<file path="src/rtl/pc_fetch_gen.sv">
// Instruction-fetch address generator: issues sequential fetches over a
// req/gnt/rvalid bus, tags in-order responses with their PC and handles
// jump/interrupt redirects by discarding stale in-flight responses.
module pc_fetch_gen #(
  parameter int unsigned           ADDR_WIDTH      = 32,
  parameter int unsigned           INST_WIDTH      = 32,
  parameter logic [ADDR_WIDTH-1:0] RESET_ADDR      = '0,
  parameter int unsigned           STEP            = 4,
  parameter int unsigned           MAX_OUTSTANDING = 2
) (
  input  logic                  clk,
  input  logic                  rst,
  input  logic                  jump_flag_i,
  input  logic [ADDR_WIDTH-1:0] jump_addr_i,
  input  logic                  int_flag_i,
  input  logic [ADDR_WIDTH-1:0] int_addr_i,
  input  logic                  hold_flag_i,
  output logic                  req_o,
  output logic [ADDR_WIDTH-1:0] addr_o,
  input  logic                  gnt_i,
  input  logic                  rvalid_i,
  input  logic [INST_WIDTH-1:0] rdata_i,
  output logic                  inst_valid_o,
  output logic [INST_WIDTH-1:0] inst_o,
  output logic [ADDR_WIDTH-1:0] inst_pc_o
);

  localparam int unsigned CNT_W = $clog2(MAX_OUTSTANDING + 1);
  localparam int unsigned PTR_W = (MAX_OUTSTANDING > 1) ? $clog2(MAX_OUTSTANDING) : 1;
  localparam logic [CNT_W-1:0] MAX_CNT  = CNT_W'(MAX_OUTSTANDING);
  localparam logic [PTR_W-1:0] LAST_PTR = PTR_W'(MAX_OUTSTANDING - 1);

  logic                  run_q;
  logic [ADDR_WIDTH-1:0] fetch_addr_q, fetch_addr_d;
  logic [CNT_W-1:0]      outstanding_q, outstanding_d;
  logic [CNT_W-1:0]      discard_q, discard_d;
  logic [PTR_W-1:0]      wr_ptr_q, rd_ptr_q;
  logic [ADDR_WIDTH-1:0] pc_fifo [MAX_OUTSTANDING];

  logic                  redir;
  logic [ADDR_WIDTH-1:0] target;
  logic                  accept;
  logic                  pop;
  logic                  deliver;

  // Ring-buffer pointer advance for a depth that need not be a power of two
  function automatic logic [PTR_W-1:0] ptr_inc(input logic [PTR_W-1:0] p);
    return (p == LAST_PTR) ? '0 : p + PTR_W'(1);
  endfunction

  // Request qualification and handshake decode
  always_comb begin
    redir  = jump_flag_i | int_flag_i;
    target = jump_flag_i ? jump_addr_i : int_addr_i;
    req_o  = run_q & ~hold_flag_i & ~redir & (outstanding_q < MAX_CNT);
    addr_o = fetch_addr_q;
    accept = req_o & gnt_i;
    pop    = rvalid_i & (outstanding_q != '0);
  end

  // Next fetch address, in-flight count and discard count
  always_comb begin
    fetch_addr_d  = fetch_addr_q;
    outstanding_d = outstanding_q + CNT_W'(accept) - CNT_W'(pop);
    discard_d     = discard_q;
    deliver       = 1'b0;
    if (redir) begin
      // Everything still in flight after this cycle belongs to the old stream
      fetch_addr_d = target;
      discard_d    = outstanding_q - CNT_W'(pop);
    end else begin
      if (accept) begin
        fetch_addr_d = fetch_addr_q + ADDR_WIDTH'(STEP);
      end
      if (pop) begin
        if (discard_q != '0) begin
          discard_d = discard_q - CNT_W'(1);
        end else begin
          deliver = 1'b1;
        end
      end
    end
  end

  // Control state and registered response outputs
  always_ff @(posedge clk or negedge rst) begin
    if (!rst) begin
      run_q         <= 1'b0;
      fetch_addr_q  <= RESET_ADDR;
      outstanding_q <= '0;
      discard_q     <= '0;
      wr_ptr_q      <= '0;
      rd_ptr_q      <= '0;
      inst_valid_o  <= 1'b0;
      inst_o        <= '0;
      inst_pc_o     <= '0;
    end else begin
      run_q         <= 1'b1;
      fetch_addr_q  <= fetch_addr_d;
      outstanding_q <= outstanding_d;
      discard_q     <= discard_d;
      if (accept) begin
        wr_ptr_q <= ptr_inc(wr_ptr_q);
      end
      if (pop) begin
        rd_ptr_q <= ptr_inc(rd_ptr_q);
      end
      inst_valid_o <= deliver;
      if (deliver) begin
        inst_o    <= rdata_i;
        inst_pc_o <= pc_fifo[rd_ptr_q];
      end
    end
  end

  // PC FIFO storage; occupancy is tracked by the pointers and the counter
  always_ff @(posedge clk) begin
    if (accept) begin
      pc_fifo[wr_ptr_q] <= addr_o;
    end
  end

endmodule
</file>
<file path="config.mk">
export PLATFORM = sky130hd
export DESIGN_NAME = pc_fetch_gen
export DESIGN_NICKNAME = d
export VERILOG_FILES = /design/src/rtl/pc_fetch_gen.sv
export SDC_FILE = /design/constraint.sdc
export NUM_CORES = 1
export LEC_CHECK = 0
export CAP_MARGIN = 25
export CORE_ASPECT_RATIO = 1.25
export CORE_MARGIN = 2
export CORE_UTILIZATION = 45
export CTS_BUF_LIST = sky130_fd_sc_hd__clkbuf_2 sky130_fd_sc_hd__clkbuf_4 sky130_fd_sc_hd__clkbuf_8
export DETAILED_ROUTE_END_ITERATION = 7
export PLACE_DENSITY_LB_ADDON = 0.25
export REMOVE_ABC_BUFFERS = 1
export SYNTH_ARGS = -nofsm -noshare
export SYNTH_HDL_FRONTEND = slang
export SYNTH_SLANG_ARGS = --single-unit
</file>
<file path="constraint.sdc">
create_clock -name clk -period 2.53 [get_ports clk]
set_clock_uncertainty 0.1 [all_clocks]
set_input_delay 0.506 -clock clk [delete_from_list [all_inputs] [get_ports clk]]
set_output_delay 0.506 -clock clk [all_outputs]
set_load 0.03 [all_outputs]
</file>
# Yosys cells after proc, flatten, opt, wreduce, memory -nomap -nowiden

Memories as Yosys holds them, arrays and structs flattened. A register that Yosys moved wholly into a read port is not among the register bits.
Index checks and enable logic that the tools add are counted.
W data, S select, Z words.

Flip-flop bits (word level): 72
Memory bits (writable): 64
Bits of input ports: 103
Word-level logic and storage cells: 45
Memories kept: 1

$add $sub $neg: 7
Magnitude comparators: 1
Multiplexer cells: 13
Bitwise gates (word level): 8
Reductions and logical operators: 7

Memory list:

| name    | depth | bits a word | rd ports | clocked after Yosys merged registers in | wr ports | RTL line | RTL |
|---|---|---|---|---|---|---|---|
| pc_fifo | 2     | 32          | 1        | 1                                       | 1        | 38       | `logic [ADDR_WIDTH-1:0] pc_fifo [MAX_OUTSTANDING];` |

Operators with widths:

| kind                    | count |
|---|---|
| $mux W32                | 3 |
| $add A32 B3 Y32 const B | 1 |
| $reduce_bool A2 Y1      | 5 |
| $mux W1                 | 7 |
| $mux W2                 | 3 |
| $and A1 B1 Y1           | 5 |
| $sub A2 B1 Y2           | 2 |
| $add A1 B1 Y1 const B   | 2 |
| $add A2 B1 Y2           | 1 |
| $lt A2 B2 Y1 const B    | 1 |
| $not A1 Y1              | 2 |
| $reduce_and A2 Y1       | 1 |
| $sub A2 B1 Y2 const B   | 1 |
| $logic_not A1 Y1        | 1 |
| $or A1 B1 Y1            | 1 |

# Longest topological paths before layout

Depth after elaboration: 7
Gate-level depth with buffers: 8
Depth with buffers taken out: 7

# Worst setup path before layout

No wires, ideal clock.

Path kind: input-to-reg
Start: input jump_flag_i
End: memory pc_fifo[0][0] (enable)
Setup time: 0.421 ns
Data arrival time: 2.394 ns
Required time: 2.009 ns
Slack: -0.385 ns
Stages on the path: 4
Path buffers: 1
Path through: buf_2 > nor2_2 > nand2_4 > nor2_1

Longest elaborated chain between the ends: 7

RTL lines:

| item                          | RTL line | RTL |
|---|---|---|
| from (decl)                   | 13       | `input logic jump_flag_i,` |
| $or A1 B1 Y1                  | 53       | `redir = jump_flag_i \| int_flag_i;` |
| $not A1 Y1                    | 55       | `req_o = run_q & ~hold_flag_i & ~redir & (outstanding_q < MAX_CNT);` |
| $and A1 B1 Y1 (2 in series)   | 55       |  |
| $and A1 B1 Y1                 | 57       | `accept = req_o & gnt_i;` |
| $mux W1                       | 118      | `if (accept) begin` |
| $mux W1 (not written as such) | 119      | `pc_fifo[wr_ptr_q] <= addr_o;` |
| to (decl)                     | 38       |  |

No other way between the ends.

# Worst setup path after layout

Start: input int_flag_i
End: output req_o

Longest elaborated chain between the ends: 4

RTL lines:

| item                        | RTL line | RTL |
|---|---|---|
| from (decl)                 | 15       | `input logic int_flag_i,` |
| $or A1 B1 Y1                | 53       |  |
| $not A1 Y1                  | 55       |  |
| $and A1 B1 Y1 (2 in series) | 55       |  |
| to (decl)                   | 18       | `output logic req_o,` |

No other way between the ends.

==> metrics.md <==
| Metric | Value |
|---|---|
| Yosys warns | `0` |
| Placed instance area | `9600 um2` |
| TritonCTS clock tree | `done` |
| CTS Buf Count | `17` |
| Die Y | `144 um` |
| Setup_tns | `0 ns` |
| Final min period | `2.42 ns` |
| Critical path class | `in -> out` |
| Setup Buffers After CTS | `0` |
| Most frequent cells in the layout | `clkdlybuf4s50_1 (197), nand2_1 (152), dfrtp_1 (103)` |
| IO Pins | `201` |
| #FFs+latches synth | `168` |
| Vias/cell | `5.20` |
| Max-cap violations | `0` |
| Finished Cell Area | `9970 um2` |
| Setup-failing EPs final | `0` |
| Drt wl/cell | `16.9 um` |
| Net count, final | `961` |
| Worst VDD drop | `0.000395 V` |
| Worst slack, placed | `-0.0850 ns` |
| Outcome | `finished clean` |
| Post-cts gate resize count | `0` |
| GRT Total Usage | `22.1%` |
| Fraction of registers with async set/reset | `61.9%` |
| Synth top area share | `36.7%` |
| Placed insts | `1045` |
| Vias in the first global route | `5733` |
| Max clock buf depth | `2` |
| Post-synthesis cell type count | `46` |
| Commonest non-fill, non-tap cell in the layout | `clkdlybuf4s50_1` |
| ANT nets after route | `0` |
| Critical Path Start | `int_flag_i` |
| DPL Wire Length | `13200 um` |
| Reg-to-Reg End | `addr_o[29]` |
| Chip Width | `116 um` |
| Via count | `5608` |
| Drt drc | `0` |
| R2R depth | `6` |
| Crit path max fanout | `4` |
| Fin util | `64.3%` |
| Leak | `4.14 nW` |
| Design Power | `9.05 mW` |
| Initial DRC Count | `370` |
| Root buf cell | `clkbuf_8` |
| R2R Setup Slk | `0.29 ns` |
| Seq/Total Area, Yosys | `63.9%` |
| Startpoint types | `input port` |
| Ratio of final minimum period to clock period | `95.8%` |
| DRT Pass-1 Iters | `7` |
| Synthesis-to-layout area growth | `40.7%` |
| Largest net degree at the start of global routing | `62` |
| Clock Pin Slew Worst Setup and Hold Paths | `0.07 ns` |
| Top_reg_cell synth | `dfrtp_1` |
| # diodes | `0` |
| Depth of the CTS H-tree | `4` |
| Yosys top cell by area | `dfrtp_1` |
| Total die area | `16800 um2` |
| First-pass GRT wire length | `28400 um` |
| Final hold violation count | `0` |
| CTS sink count | `168` |
| Layout cells sized above 1 | `8.89%` |
| PortBufs | `200` |
| Pins Over Slew Limit | `0` |
| Pwr dens | `908 nW/um2` |
| Post-layout worst setup margin | `0.105 ns` |
| Initial antenna violation count | `0` |
| Fmax achieved | `0.412 GHz` |
| Starting density of the core | `45.7%` |
| Critical Path End Type | `primary output` |
| Worst hold margin | `0.378 ns` |
| GPL Wtd Cong | `0.850` |
| Remaining Overflow, GRT | `0` |
| Layout Cells excl Fill | `1078` |
| CP endpoint | `req_o` |
| Skew-Pair Late Insertion Delay | `0.45 ns` |
| R2R Path Start | `addr_o[13]` |
| Top cells by area, synth | `dfrtp_1 (37%), edfxtp_1 (27%), nand2_1 (8.1%), mux2i_1 (5.8%), o21ai_0 (4.4%)` |
| Worst path required time | `1.92 ns` |
| Core ar. | `15500 um2` |
| Number of enable flip-flop cells after synthesis | `64` |
| Crit path DAT | `1.82 ns` |
| Synth Instances | `631` |
| # rows | `51` |
| Syn Std Cell Area | `7080 um2` |
| Mapped Avg Cell Area | `11.2 um2` |
| Final wirelength | `18200 um` |
| RSZ-0062 raised after global routing | `false` |
| Worst hold-check path type | `reg -> reg` |
-- per-layer routing --
metal	vias to the layer above	GRT usage (%)	part of all wire, %
met1	2687	26.7	40
met5	-	0	0
met2	226	39.2	51
li1	2671	-	-
met3	24	5.24	6.9
met4	0	6.52	1.6
-- kinds of logic (layout without fill, tap and decap cells) --
family / count (synthesis) / after routing / synth area share (%)
multiplexers: 42 / 42 / 5.95
AND/OR/NAND/NOR: 225 / 225 / 14.1
flip-flops: 168 / 168 / 63.9
XOR/XNOR: 15 / 15 / 1.85
buffers and inverters: 46 / 281 / 2.68
AO/OA/AOI/OAI: 129 / 129 / 10.6
adder cells (fa/ha/maj): 5 / 5 / 0.883
other: 1 / 1 / 0.0529
-- report_power, final --
group / switching (mW) / internal, mW
Combinational: 1.96 / 1.54
Sequential: 0.404 / 3.42
Clock: 0.936 / 0.792
-- worst max-delay path, cell delays in order --
cell and delay, ns:
clkdlybuf4s50_1 0.49, or2_2 0.34, nor4b_1 0.26, buf_4 0.22
-- cell type report --
cell class | instances | area (um2)
fillers | 1248 | 5540
flip-flops and latches | 168 | 4530
multi-input cells | 417 | 2390
repair buffers | 237 | 2380
well taps | 212 | 265
clock buffers | 19 | 249
clock inverters | 13 | 108
inverters | 12 | 45.0
-- cell usage after synthesis (2+ instances only) --
cell type / count
nand2_1: 152
dfrtp_1: 104
edfxtp_1: 64
o21ai_0: 62
mux2i_1: 41
a21oi_1: 29
clkbuf_1: 21
nand3_1: 16
a22oi_1: 15
xnor2_1: 15
nor2_1: 13
inv_1: 12
and3_1: 9
buf_2: 8
nand4_1: 7
nor4_1: 6
ha_1: 5
a211oi_1: 4
buf_1: 4
nor2b_1: 4
or3_1: 4
and4_1: 3
nand2b_1: 3
o22ai_1: 3
o311ai_0: 3
a22o_1: 2
a2bb2oi_1: 2
a31oi_1: 2
-- sequential cells by signal, indices dropped and copies added (netlist names) --
signal and flops:
addr_o 32, discard_q 2, run_q 1, pc_fifo 64
rd_ptr_q 1, outstanding_q 2, inst_pc_o 32, inst_valid_o 1
inst_o 32, wr_ptr_q 1
-- worst min path at each step --
stage	end	slack, ns	startpoint	cells after the start
CTS	inst_pc_o[7]	0.38	rst	2
global route	inst_pc_o[16]	0.40	inst_pc_o[16]	2
floorplan	addr_o[0]	0.11	rst	0
detailed placement	inst_o[15]	0.33	rst	1
global placement	inst_o[9]	0.32	rst	1
finish	inst_o[11]	0.38	inst_o[11]	2
-- repair_timing --
item                       CTS  global route
setup endpoints to repair    0             0
hold endpoints to repair    22             0
hold buffers                 1             0
(Power assumes the default switching activity.)
